### config.mk
export PLATFORM = sky130hd
export DESIGN_NAME = psum_deskew_collector_flat
export DESIGN_NICKNAME = d
export VERILOG_FILES = /design/src/rtl/psum_deskew_collector_pkg.sv /design/src/rtl/psum_deskew_collector_if.sv /design/src/rtl/psum_deskew_collector_lane_store.sv /design/src/rtl/psum_deskew_collector.sv /design/src/flat_wrapper.sv
export SDC_FILE = /design/constraint.sdc
export NUM_CORES = 1
export LEC_CHECK = 0
export CAP_MARGIN = 20
export CORE_MARGIN = 4
export CORE_UTILIZATION = 31
export DETAILED_ROUTE_END_ITERATION = 8
export GPL_TIMING_DRIVEN = 0
export PLACE_DENSITY = 0.52
export SLEW_MARGIN = 5
export SYNTH_ARGS = -nofsm -noshare
export SYNTH_HDL_FRONTEND = slang
export SYNTH_HIERARCHICAL = 1
export SYNTH_SLANG_ARGS = --single-unit
### constraint.sdc
create_clock -name clk -period 3.8 [get_ports clk]
set_clock_uncertainty 0.15 [all_clocks]
set_input_delay 1.14 -clock clk [delete_from_list [all_inputs] [get_ports clk]]
set_output_delay 1.14 -clock clk [all_outputs]
set_load 0.03 [all_outputs]
### src/rtl/psum_deskew_collector_pkg.sv
// -----------------------------------------------------------------------------
// psum_deskew_collector_pkg
// Shared configuration for the systolic-array output path: array geometry,
// partial-sum width, tile height, bias and output buffer depth, plus the
// partial-sum element and row types.
// -----------------------------------------------------------------------------
package psum_deskew_collector_pkg;

  localparam int sys_cols            = 2;   // array columns / result lanes
  localparam int P_BITWIDTH          = 24;  // partial-sum width
  localparam int A_rows              = 4;   // rows per output tile
  localparam int BIAS                = 0;   // bias added to every lane
  localparam int output_buffer_depth = 16;  // deskew buffer row slots

  typedef logic [P_BITWIDTH-1:0] psum_t;
  typedef psum_t [sys_cols-1:0]  psum_row_t;

endpackage

### src/rtl/psum_deskew_collector_if.sv
// -----------------------------------------------------------------------------
// psum_deskew_collector_if
// Bus between the array bottom edge, the deskew collector and the output
// writer.
//   psum_i / psum_valid_i : per-column partial sums, column j lags j-1 by one
//   out_data_o            : deskewed row, lane j in bits [j*P_W +: P_W]
//   out_valid_o/out_ready_i : row handshake
//   out_last_o            : current row closes the tile
// Modports: master = array feeder + consumer side, slave = collector.
// -----------------------------------------------------------------------------
interface psum_deskew_collector_if
  import psum_deskew_collector_pkg::*;
#(
  parameter int SYS_COLS = sys_cols,
  parameter int P_W      = P_BITWIDTH
);

  logic [SYS_COLS-1:0][P_W-1:0] psum_i;
  logic [SYS_COLS-1:0]          psum_valid_i;
  logic [SYS_COLS*P_W-1:0]      out_data_o;
  logic                         out_valid_o;
  logic                         out_ready_i;
  logic                         out_last_o;

  modport master (
    output psum_i,
    output psum_valid_i,
    output out_ready_i,
    input  out_data_o,
    input  out_valid_o,
    input  out_last_o
  );

  modport slave (
    input  psum_i,
    input  psum_valid_i,
    input  out_ready_i,
    output out_data_o,
    output out_valid_o,
    output out_last_o
  );

endinterface

### src/rtl/psum_deskew_collector_lane_store.sv
// -----------------------------------------------------------------------------
// psum_lane_store
// Storage for one array column: DEPTH data slots, a written bit per slot and
// a write pointer that wraps modulo 2*DEPTH.
//   clk, rst_n, clear_i : clock, async reset, synchronous flush
//   wr_en, wr_data      : column write request and value
//   rd_slot, free_en    : slot presented to the reader, release it this edge
//   look_slot           : slot whose post-edge written bit is reported
//   rd_data             : stored value of rd_slot
//   look_wbit           : written bit of look_slot as it will be after the edge
//   wr_hit              : write request landed on an occupied slot (dropped)
//   wp_nxt              : write pointer as it will be after the edge
// -----------------------------------------------------------------------------
module psum_lane_store
  import psum_deskew_collector_pkg::*;
#(
  parameter int P_W   = P_BITWIDTH,
  parameter int DEPTH = output_buffer_depth,
  parameter int AW    = $clog2(DEPTH)
) (
  input  logic          clk,
  input  logic          rst_n,
  input  logic          clear_i,
  input  logic          wr_en,
  input  logic [P_W-1:0] wr_data,
  input  logic [AW-1:0] rd_slot,
  input  logic          free_en,
  input  logic [AW-1:0] look_slot,
  output logic [P_W-1:0] rd_data,
  output logic          look_wbit,
  output logic          wr_hit,
  output logic [AW:0]   wp_nxt
);

  localparam logic [AW:0] one_c = (AW+1)'(1);

  logic [P_W-1:0] mem_r [DEPTH];
  logic [DEPTH-1:0] wbit_r;
  logic [AW:0]      wp_r;
  logic [AW-1:0]    wr_slot_s;
  logic             wr_ok_s;

  // Write acceptance, next pointer and the post-edge view of look_slot.
  // A slot being freed this edge is still occupied for a same-edge write,
  // so such a write is reported as a hit rather than accepted.
  always_comb begin
    wr_slot_s = wp_r[AW-1:0];
    wr_ok_s   = 1'b0;
    wr_hit    = 1'b0;
    wp_nxt    = wp_r;
    look_wbit = 1'b0;
    if (clear_i) begin
      wp_nxt = '0;
    end else begin
      wr_ok_s = wr_en & ~wbit_r[wr_slot_s];
      wr_hit  = wr_en &  wbit_r[wr_slot_s];
      if (wr_ok_s) begin
        wp_nxt = wp_r + one_c;
      end else begin
        wp_nxt = wp_r;
      end
      look_wbit = (wbit_r[look_slot] & ~(free_en & (look_slot == rd_slot)))
                | (wr_ok_s & (look_slot == wr_slot_s));
    end
  end

  // Write pointer register.
  always_ff @(posedge clk or negedge rst_n) begin
    if (!rst_n) begin
      wp_r <= '0;
    end else begin
      wp_r <= wp_nxt;
    end
  end

  // Written bits: set on an accepted write, cleared when the reader frees
  // the slot; both may happen on different slots in the same cycle.
  always_ff @(posedge clk or negedge rst_n) begin
    if (!rst_n) begin
      wbit_r <= '0;
    end else if (clear_i) begin
      wbit_r <= '0;
    end else begin
      if (free_en) begin
        wbit_r[rd_slot] <= 1'b0;
      end
      if (wr_ok_s) begin
        wbit_r[wr_slot_s] <= 1'b1;
      end
    end
  end

  // Data slots; contents survive reset and flush by design.
  always_ff @(posedge clk) begin
    if (wr_ok_s) begin
      mem_r[wr_slot_s] <= wr_data;
    end
  end

  assign rd_data = mem_r[rd_slot];

endmodule

### src/rtl/psum_deskew_collector.sv
// -----------------------------------------------------------------------------
// psum_deskew_collector
// Realigns the skewed per-column partial sums leaving the systolic array into
// whole rows, adds the bias and streams rows over valid/ready. Tracks rows
// per tile, raises almost-full toward the feeder and flags overflow.
//   clk, rst_n     : clock, asynchronous active-low reset
//   clear_i        : synchronous flush of pointers, counters and flags
//   bus (slave)    : psum input lanes and row output handshake
//   almost_full_o  : free slots <= AF_MARGIN
//   overflow_o     : sticky, a column write hit an occupied slot
//   tile_done_o    : one-cycle pulse after the tile's last row is accepted
// -----------------------------------------------------------------------------
module psum_deskew_collector
  import psum_deskew_collector_pkg::*;
#(
  parameter int SYS_COLS  = sys_cols,
  parameter int P_W       = P_BITWIDTH,
  parameter int DEPTH     = output_buffer_depth,
  parameter int TILE_ROWS = A_rows,
  parameter int BIAS_VAL  = BIAS,
  parameter int AF_MARGIN = SYS_COLS
) (
  input  logic clk,
  input  logic rst_n,
  input  logic clear_i,
  psum_deskew_collector_if.slave bus,
  output logic almost_full_o,
  output logic overflow_o,
  output logic tile_done_o
);

  localparam int AW  = $clog2(DEPTH);
  localparam int RCW = (TILE_ROWS > 1) ? $clog2(TILE_ROWS) : 1;

  localparam logic [AW:0]     one_c       = (AW+1)'(1);
  localparam logic [AW:0]     depth_c     = (AW+1)'(DEPTH);
  localparam logic [AW:0]     af_margin_c = (AW+1)'(AF_MARGIN);
  localparam logic [RCW-1:0]  row_one_c   = RCW'(1);
  localparam logic [RCW-1:0]  last_row_c  = RCW'(TILE_ROWS - 1);
  localparam logic [P_W-1:0]  bias_c      = P_W'(BIAS_VAL);

  logic [AW:0]     rp_r;
  logic [RCW-1:0]  row_cnt_r;
  logic            out_valid_r;
  logic            out_last_r;
  logic            almost_full_r;
  logic            overflow_r;
  logic            tile_done_r;

  logic [AW:0]     rp_nxt_s;
  logic [RCW-1:0]  row_cnt_nxt_s;
  logic            xfer_s;
  logic            free_en_s;
  logic [AW:0]     occ_nxt_s;
  logic [AW:0]     free_nxt_s;
  logic            valid_nxt_s;
  logic            last_nxt_s;
  logic            af_nxt_s;
  logic            done_nxt_s;
  logic            ovf_nxt_s;

  logic [P_W-1:0]          lane_data_s [SYS_COLS];
  logic [AW:0]             wp_nxt_s    [SYS_COLS];
  logic [SYS_COLS-1:0]     look_wbit_s;
  logic [SYS_COLS-1:0]     wr_hit_s;
  logic [SYS_COLS*P_W-1:0] out_data_s;

  assign free_en_s = xfer_s & ~clear_i;

  // One independent store per column; all read the same row slot rp.
  for (genvar j = 0; j < SYS_COLS; j++) begin : g_lane
    psum_lane_store #(
      .P_W   (P_W),
      .DEPTH (DEPTH),
      .AW    (AW)
    ) u_lane (
      .clk       (clk),
      .rst_n     (rst_n),
      .clear_i   (clear_i),
      .wr_en     (bus.psum_valid_i[j]),
      .wr_data   (bus.psum_i[j]),
      .rd_slot   (rp_r[AW-1:0]),
      .free_en   (free_en_s),
      .look_slot (rp_nxt_s[AW-1:0]),
      .rd_data   (lane_data_s[j]),
      .look_wbit (look_wbit_s[j]),
      .wr_hit    (wr_hit_s[j]),
      .wp_nxt    (wp_nxt_s[j])
    );
  end

  // Next-state of the read side. Status outputs are computed from the
  // post-edge pointers and written bits so that the registered valid rises
  // the cycle right after the last lane of a row lands.
  always_comb begin
    xfer_s        = out_valid_r & bus.out_ready_i;
    rp_nxt_s      = rp_r;
    row_cnt_nxt_s = row_cnt_r;
    if (clear_i) begin
      rp_nxt_s      = '0;
      row_cnt_nxt_s = '0;
    end else if (xfer_s) begin
      rp_nxt_s = rp_r + one_c;
      if (row_cnt_r == last_row_c) begin
        row_cnt_nxt_s = '0;
      end else begin
        row_cnt_nxt_s = row_cnt_r + row_one_c;
      end
    end else begin
      rp_nxt_s      = rp_r;
      row_cnt_nxt_s = row_cnt_r;
    end
    // Column 0 leads the skew, so its pointer defines occupancy.
    occ_nxt_s   = wp_nxt_s[0] - rp_nxt_s;
    free_nxt_s  = depth_c - occ_nxt_s;
    valid_nxt_s = &look_wbit_s;
    last_nxt_s  = valid_nxt_s & (row_cnt_nxt_s == last_row_c);
    af_nxt_s    = (free_nxt_s <= af_margin_c);
    done_nxt_s  = xfer_s & out_last_r & ~clear_i;
    ovf_nxt_s   = clear_i ? 1'b0 : (overflow_r | (|wr_hit_s));
  end

  // Read pointer, tile row counter and registered status outputs.
  always_ff @(posedge clk or negedge rst_n) begin
    if (!rst_n) begin
      rp_r          <= '0;
      row_cnt_r     <= '0;
      out_valid_r   <= 1'b0;
      out_last_r    <= 1'b0;
      almost_full_r <= 1'b0;
      overflow_r    <= 1'b0;
      tile_done_r   <= 1'b0;
    end else begin
      rp_r          <= rp_nxt_s;
      row_cnt_r     <= row_cnt_nxt_s;
      out_valid_r   <= valid_nxt_s;
      out_last_r    <= last_nxt_s;
      almost_full_r <= af_nxt_s;
      overflow_r    <= ovf_nxt_s;
      tile_done_r   <= done_nxt_s;
    end
  end

  // Bias add on the presented slot; modulo wrap at P_W bits.
  always_comb begin
    out_data_s = '0;
    for (int j = 0; j < SYS_COLS; j++) begin
      out_data_s[j*P_W +: P_W] = lane_data_s[j] + bias_c;
    end
  end

  assign bus.out_data_o  = out_data_s;
  assign bus.out_valid_o = out_valid_r;
  assign bus.out_last_o  = out_last_r;
  assign almost_full_o   = almost_full_r;
  assign overflow_o      = overflow_r;
  assign tile_done_o     = tile_done_r;

endmodule

### src/flat_wrapper.sv
// flat-port wrapper written by rule: the top's interface ports become plain ports
module psum_deskew_collector_flat import psum_deskew_collector_pkg::*;
#(
  parameter int SYS_COLS  = sys_cols,
  parameter int P_W       = P_BITWIDTH,
  parameter int DEPTH     = output_buffer_depth,
  parameter int TILE_ROWS = A_rows,
  parameter int BIAS_VAL  = BIAS,
  parameter int AF_MARGIN = SYS_COLS
)
  (clk, rst_n, clear_i, almost_full_o, overflow_o, tile_done_o, bus_psum_i, bus_psum_valid_i, bus_out_ready_i, bus_out_data_o, bus_out_valid_o, bus_out_last_o);
  psum_deskew_collector_if #(.SYS_COLS(SYS_COLS), .P_W(P_W)) bus_i ();
  input  logic clk;
  input  logic rst_n;
  input  logic clear_i;
  output logic almost_full_o;
  output logic overflow_o;
  output logic tile_done_o;
  input wire logic [$bits(bus_i.psum_i)-1:0] bus_psum_i;
  input wire logic [$bits(bus_i.psum_valid_i)-1:0] bus_psum_valid_i;
  input wire logic [$bits(bus_i.out_ready_i)-1:0] bus_out_ready_i;
  output wire logic [$bits(bus_i.out_data_o)-1:0] bus_out_data_o;
  output wire logic [$bits(bus_i.out_valid_o)-1:0] bus_out_valid_o;
  output wire logic [$bits(bus_i.out_last_o)-1:0] bus_out_last_o;
  assign bus_i.psum_i = bus_psum_i;
  assign bus_i.psum_valid_i = bus_psum_valid_i;
  assign bus_i.out_ready_i = bus_out_ready_i;
  assign bus_out_data_o = bus_i.out_data_o;
  assign bus_out_valid_o = bus_i.out_valid_o;
  assign bus_out_last_o = bus_i.out_last_o;
  psum_deskew_collector #(.SYS_COLS(SYS_COLS), .P_W(P_W), .DEPTH(DEPTH), .TILE_ROWS(TILE_ROWS), .BIAS_VAL(BIAS_VAL), .AF_MARGIN(AF_MARGIN)) u_core (.clk(clk), .rst_n(rst_n), .clear_i(clear_i), .bus(bus_i), .almost_full_o(almost_full_o), .overflow_o(overflow_o), .tile_done_o(tile_done_o));
endmodule
==> results of run 1 <==
==> placed cells by master, fill, tap and decap left out, drive strengths merged, types with 25 or more instances in the layout <==
cell type / instances
a21oi: 25
buf: 134
clkbuf: 162
clkdlybuf4s50: 55
clkinv: 40
dfrtp: 53
edfxtp: 768
inv: 37
mux4: 259
nand2: 32
nor2: 29
o21ai: 30
==> what timing repair did <==
| item | in CTS | in global routing |
|---|---|---|
| setup buffers | 20 | 4 |
| cloned | 14 | 2 |
| resized for setup | 481 | 30 |
| endpoints found under the setup margin | 51 | 50 |
| endpoints found under the hold margin | 0 | 0 |
==> worst paths after layout <==
kind                                                 start                    to  slack, ns
max                                         u_core/rp_r[0]    bus_out_data_o[42]      -0.39
min                                  u_core/bus.out_last_o    u_core/tile_done_o       0.33
max reg2reg                u_core/g_lane[0].u_lane/wp_r[0]  u_core/almost_full_o       0.30
min reg2reg                          u_core/bus.out_last_o    u_core/tile_done_o       0.33
max in group asynchronous                            rst_n        u_core/rp_r[1]       2.58
min in group asynchronous                            rst_n        u_core/rp_r[2]       0.35
==> stage by stage <==
step                      hold WS [ns]  util (%)  instance area (um2)  setup WS (ns)  setup TNS (ns)
after floorplan                  0.354         -                32800         0.0420               0
after global placement           0.322      34.1                35500          -1.68         -769.35
after detailed placement         0.318      34.6                36100          -1.26          -54.49
after CTS                        0.322      38.5                40100         -0.494          -19.91
after global routing             0.360      38.6                40200         -0.476          -20.02
final                            0.328      38.6                40200         -0.393          -15.55
==> registers in the layout (all words and copies together), names as in the netlist <==
| register | cells |
|---|---|
| u_core/tile_done_o | 1 |
| u_core/g_lane.u_lane/mem_r | 768 |
| u_core/almost_full_o | 1 |
| u_core/row_cnt_r | 2 |
| u_core/overflow_o | 1 |
| u_core/bus.out_valid_o | 1 |
| u_core/bus.out_last_o | 1 |
| u_core/rp_r | 5 |
| u_core/g_lane.u_lane/wp_r | 9 |
| u_core/g_lane.u_lane/wbit_r | 32 |
==> worst max-delay path, cell delays in order (launching register included) <==
cell     delay, ns
dfrtp_2       0.43
buf_8         0.13
buf_12        0.11
buf_16        0.17
buf_16        0.15
mux4_2        0.50
mux4_2        0.54
buf_4         0.20
==> metal layers <==
metal	wire length, um	up-vias	global-route usage [%]	part of all wire [%]
met5	57	-	0	0.069
met4	1650	10	3.69	2.0
met3	4410	118	3.19	5.3
met2	41000	459	24.6	49
met1	35800	8826	20.0	43
li1	-	6758	-	-
==> area by class of cell <==
class	count	share of cell area (%)
Sequential cell	821	60.7
Multi-Input combinational cell	548	19.9
Clock buffer	110	5.81
Timing Repair Buffer	161	5.38
Tap cell	1380	4.30
Buffer	80	2.13
Clock inverter	57	1.54
Inverter	31	0.289
Antenna cell	4	0.0249
==> report_power, final <==
group	internal [uW]	switching [uW]	leakage, uW
clock network	5100	3510	0.00144
logic	441	539	0.00363
registers	9960	26.0	0.00764
total	15500	4080	0.0127
==> impl_metrics.yaml, run 1 <==
final_layout:
  multi_input_area_mm2: 0.00798
  final-instance-count-excl-fill: 3192
  drive_gt1_share_pct: 34.0
  seqCellArea_mm2: 0.0244
  areaGrowthSynthToFinish_pct: 22.7
  nets: 1804
  n_fill_cell: 9415
job:
  drv_cap: 0
floorplan:
  io_pins: 107
  coreArea_mm2: 0.104
  die_area_mm2: 0.111
  die_h_um: 333
  die_w_um: 333
  start_util_pct: 31.4
  num_rows: 118
sta:
  relSlewSlack_pct: 38.2
  period_minus_slack_ns: 4.19
  fmax_ghz: 0.238
  setup_slack_ns: -0.393
  worst_pin_slew_ns: 0.926
  min_period_over_period_pct: 110
  drv_slew: 0
  setup_violations: 48
  rsz0062_at_grt: "yes"
  hold_viol: 0
place:
  port_buffers: 104
  dp.cells: 2986
  detailed_place_hpwl_mm: 48.1
  routabilityCongestion: 0.768
clock_network:
  clk_pin_slew_ns: 0.06
  cts_tree: "yes"
  h-tree-depth: 3
  clock-sinks: 821
  clock_latency_ns: 0.66
  cts_root_buffer: "clkbuf_16"
  cts_buffers: 89
  postCtsHoldBufs: 0
  cts_max_path_buffers: 3
power:
  power.density_mw_per_mm2: 487
  totalPowerFinal_uw: 19600
  p_leak_uw: 0.0127
  ir_drop_mv: 0.394
synthesis:
  yosys_warnings: 6
  syn_area_mm2: 0.0328
  avgSynthCellArea_um2: 22.1
  netlist_instances: 1483
  synth_fp_nets: 1555
global_routing:
  grt_pass1_vias: 17100
  grt_overflow_total: 0
  track_usage_pct: 14.8
  grt_max_degree: 30
  grt_pass1_wl_mm: 120
  antenna_found_initial: 10
hold_path:
  whs_path_depth: 1
  hold_path_class: "flop to flop"
critical_path:
  arrival_ns: 2.90
  required_ns: 2.51
  critPathCaptureType: "output port"
  critPathLaunchType: "flop"
  crit_fanout: 7
  crit_type: "flop to output port"
  reg2reg_depth: 12
routing:
  totalWireLength_mm: 83.0
  post_drt_wl_per_cell_um: 26.0
  via_per_inst: 5.07
  drcViolationCount: 0
  drtIter0Drc: 1403
  vias: 16200
  drt.antenna.violating_nets: 0
  dr.pass1.iters: 5
status:
  violations: "negative setup slack"
  status: "finished, violations left"
(Power assumes the default switching activity.)
==> run 2: changes to the inputs <==
--- a/config.mk
+++ b/config.mk
@@ -5,7 +5,7 @@
 export SDC_FILE = /design/constraint.sdc
 export NUM_CORES = 1
 export LEC_CHECK = 0
-export CAP_MARGIN = 20
+export CAP_MARGIN = 5
 export CORE_MARGIN = 4
 export CORE_UTILIZATION = 31
 export DETAILED_ROUTE_END_ITERATION = 8
==> constraint.sdc (replaced) <==
create_clock -name clk -period 3.8 [get_ports clk]
set_clock_uncertainty 0.15 [all_clocks]
set_input_delay 0.57 -clock clk [delete_from_list [all_inputs] [get_ports clk]]
set_output_delay 0.57 -clock clk [all_outputs]
set_load 0.03 [all_outputs]
==> impl_metrics.yaml, run 2 (synthesis results as in run 1) <==
floorplan:
  num_rows: 118
  start_util_pct: 31.4
  die_w_um: 333
  die_area_mm2: 0.111
  coreArea_mm2: 0.104
  die_h_um: 333
  io_pins: 107
critical_path:
  reg2reg_depth: 12
  endpoint: "bus_out_data_o[5]"
  crit_type: "flop to output port"
  cp_top_family: "multiplexers"
  arrival_ns: 2.98
  critPathCaptureType: "output port"
  crit_slowest_cell: "mux4_2"
  crit_fanout: 10
  required_ns: 3.08
  critical_path.most_common_cell: "mux4_2"
  r2r-start: "u_core/g_lane[0].u_lane/wp_r[0]"
  slowest_delay_ns: 0.53
  path_depth: 6
  worstPathCellList: "buf_12 -> clkbuf_16 -> buf_8 -> mux4_2 -> mux4_2 -> clkdlybuf4s15_2"
  critPathLaunchType: "flop"
  startpoint: "u_core/rp_r[0]"
  path_buf_inv: 4
  r2r-end: "u_core/almost_full_o"
  r2r_slack_ns: 0.33
sta:
  min_period_over_period_pct: 97.4
  period_minus_slack_ns: 3.70
  drv_slew: 0
  relSlewSlack_pct: 20.4
  fmax_ghz: 0.270
  setup_violations: 0
  fin_tns_setup_ns: 0
  hold_viol: 0
  rsz0062_at_grt: "no"
  worst_pin_slew_ns: 1.19
final_layout:
  areaGrowthSynthToFinish_pct: 19.9
  largest_register_ffs: 768
  top_register: "u_core/g_lane.u_lane/mem_r"
  layout_common_cells: "768 x edfxtp_1, 259 x mux4_2, 91 x clkbuf_16"
  final_area_mm2: 0.0393
  drive_gt1_share_pct: 32.0
  largest_registers: "u_core/g_lane.u_lane/mem_r (768), u_core/g_lane.u_lane/wbit_r (32), u_core/g_lane.u_lane/wp_r (9)"
  final_common_cell: "edfxtp_1"
  nets: 1773
routing:
  wl_met3_mm: 4.33
  met1Wirelength_mm: 34.8
  vias: 15900
  drcViolationCount: 0
  totalWireLength_mm: 80.6
  drt.antenna.violating_nets: 0
  post_drt_wl_per_cell_um: 25.5
  drtIter0Drc: 1264
  via_per_inst: 5.04
  highest_layer: "met5"
  dr.pass1.iters: 5
  wl_met2_mm: 39.6
place:
  dpl-instance-area_mm2: 0.0360
  detailed_place_hpwl_mm: 47.7
  port_buffers: 104
  routabilityCongestion: 0.768
global_routing:
  track_usage_pct: 14.4
  grt_max_degree: 30
  grt_pass1_vias: 16800
  antenna_found_initial: 11
  grt_overflow_total: 0
  grt_pass1_wl_mm: 117
job:
  drv_cap: 0
power:
  p_seq_share_pct: 51.7
  p_int_uw: 15300
  power_frac_clock_pct: 43.7
  combPwrFrac_pct: 4.5
  switchingPower_uw: 4000
  power.density_mw_per_mm2: 492
  ir_drop_mv: 0.366
  p_leak_uw: 0.0123
  switching_share_pct: 20.7
hold_path:
  hold_path_class: "primary input to flop"
clock_network:
  clock-sinks: 821
  cts_root_buffer: "clkbuf_16"
  cts_tree: "yes"
  clock_latency_ns: 0.65
  cts_max_path_buffers: 3
  h-tree-depth: 3
  clk_pin_slew_ns: 0.06
  cts_buffers: 89
status:
  status: "finished clean"
==> run 2: cell types whose count changed in the layout (fill, tap and decap cells not counted), moves of 3 or more <==
cell	change
buf_16	-17
buf_2	+9
buf_4	-7
buf_6	-49
clkbuf_1	+3
clkbuf_16	-6
clkbuf_2	+8
clkdlybuf4s15_2	+26
clkinv_2	-3
clkinv_4	+3
==> run 2: through the flow <==
stage,worst slack [ns],hold slack (ns),utilization [%],total power [uW],instances
6_report,0.101,0.178,37.7,19300,3156
3_3_place_gp,-1.37,0.322,34.1,11000,2967
4_1_cts,-0.0232,0.132,37.7,19600,3154
2_1_floorplan,0.514,0.124,-,10600,1483
5_1_grt,0.000246,0.174,37.7,20000,3154
3_5_place_dp,-0.712,0.319,34.6,11100,2984
==> run 2: cell type report <==
| class | count | area (um2) |
|---|---|---|
| Inverter | 31 | 116 |
| Clock buffer | 109 | 2320 |
| Antenna cell | 2 | 5.00 |
| Clock inverter | 55 | 541 |
| Buffer | 83 | 758 |
| Timing Repair Buffer | 127 | 1430 |
| Fill cell | 9523 | 65000 |
| Sequential cell | 821 | 24400 |
| Tap cell | 1380 | 1730 |
| Multi-Input combinational cell | 548 | 7980 |
==> run 2: power by group through the flow <==
stage | logic [uW] | clock network (uW) | registers [uW]
floorplan | 469 | 0 | 10200
global placement | 846 | 0 | 10200
detailed placement | 880 | 0 | 10200
CTS | 898 | 8680 | 9990
global route | 945 | 9100 | 9990
finish | 877 | 8440 | 9990
==> run 2: worst min path at each step <==
stage | start | to | slack [ns] | cells after the start
final | clear_i | u_core/g_lane[1].u_lane/wp_r[2] | 0.18 | 2
after global routing | clear_i | u_core/g_lane[1].u_lane/wp_r[3] | 0.17 | 2
after CTS | clear_i | u_core/g_lane[1].u_lane/wp_r[2] | 0.13 | 2
after detailed placement | u_core/bus.out_last_o | u_core/tile_done_o | 0.32 | 1
after global placement | u_core/bus.out_last_o | u_core/tile_done_o | 0.32 | 1
after floorplan | rst_n | u_core/almost_full_o | 0.12 | 0
==> run 2: worst reg2reg max path, cell delays in order (launching register included) <==
cell	delay (ns)
dfrtp_1	0.41
buf_2	0.23
inv_1	0.21
mux4_2	0.63
a32oi_1	0.23
mux2_1	0.37
inv_1	0.07
ha_1	0.23
ha_1	0.29
nand3_1	0.09
a21o_1	0.19
a22o_1	0.19
a21oi_2	0.12
==> run 2: timing repair <==
item,4_1_cts,5_1_grt
endpoints found under the hold margin,28,0
endpoints found under the setup margin,48,20
hold buffers,2,0
buffers inserted,4,0
resized for setup,263,30
==> run 2: metal layers <==
metal  global-route usage [%]  vias up
li1                         -     6695
met1                     19.6     8662
met2                     23.7      411
met3                     3.01      132
met4                     4.01       10
met5                        0        -
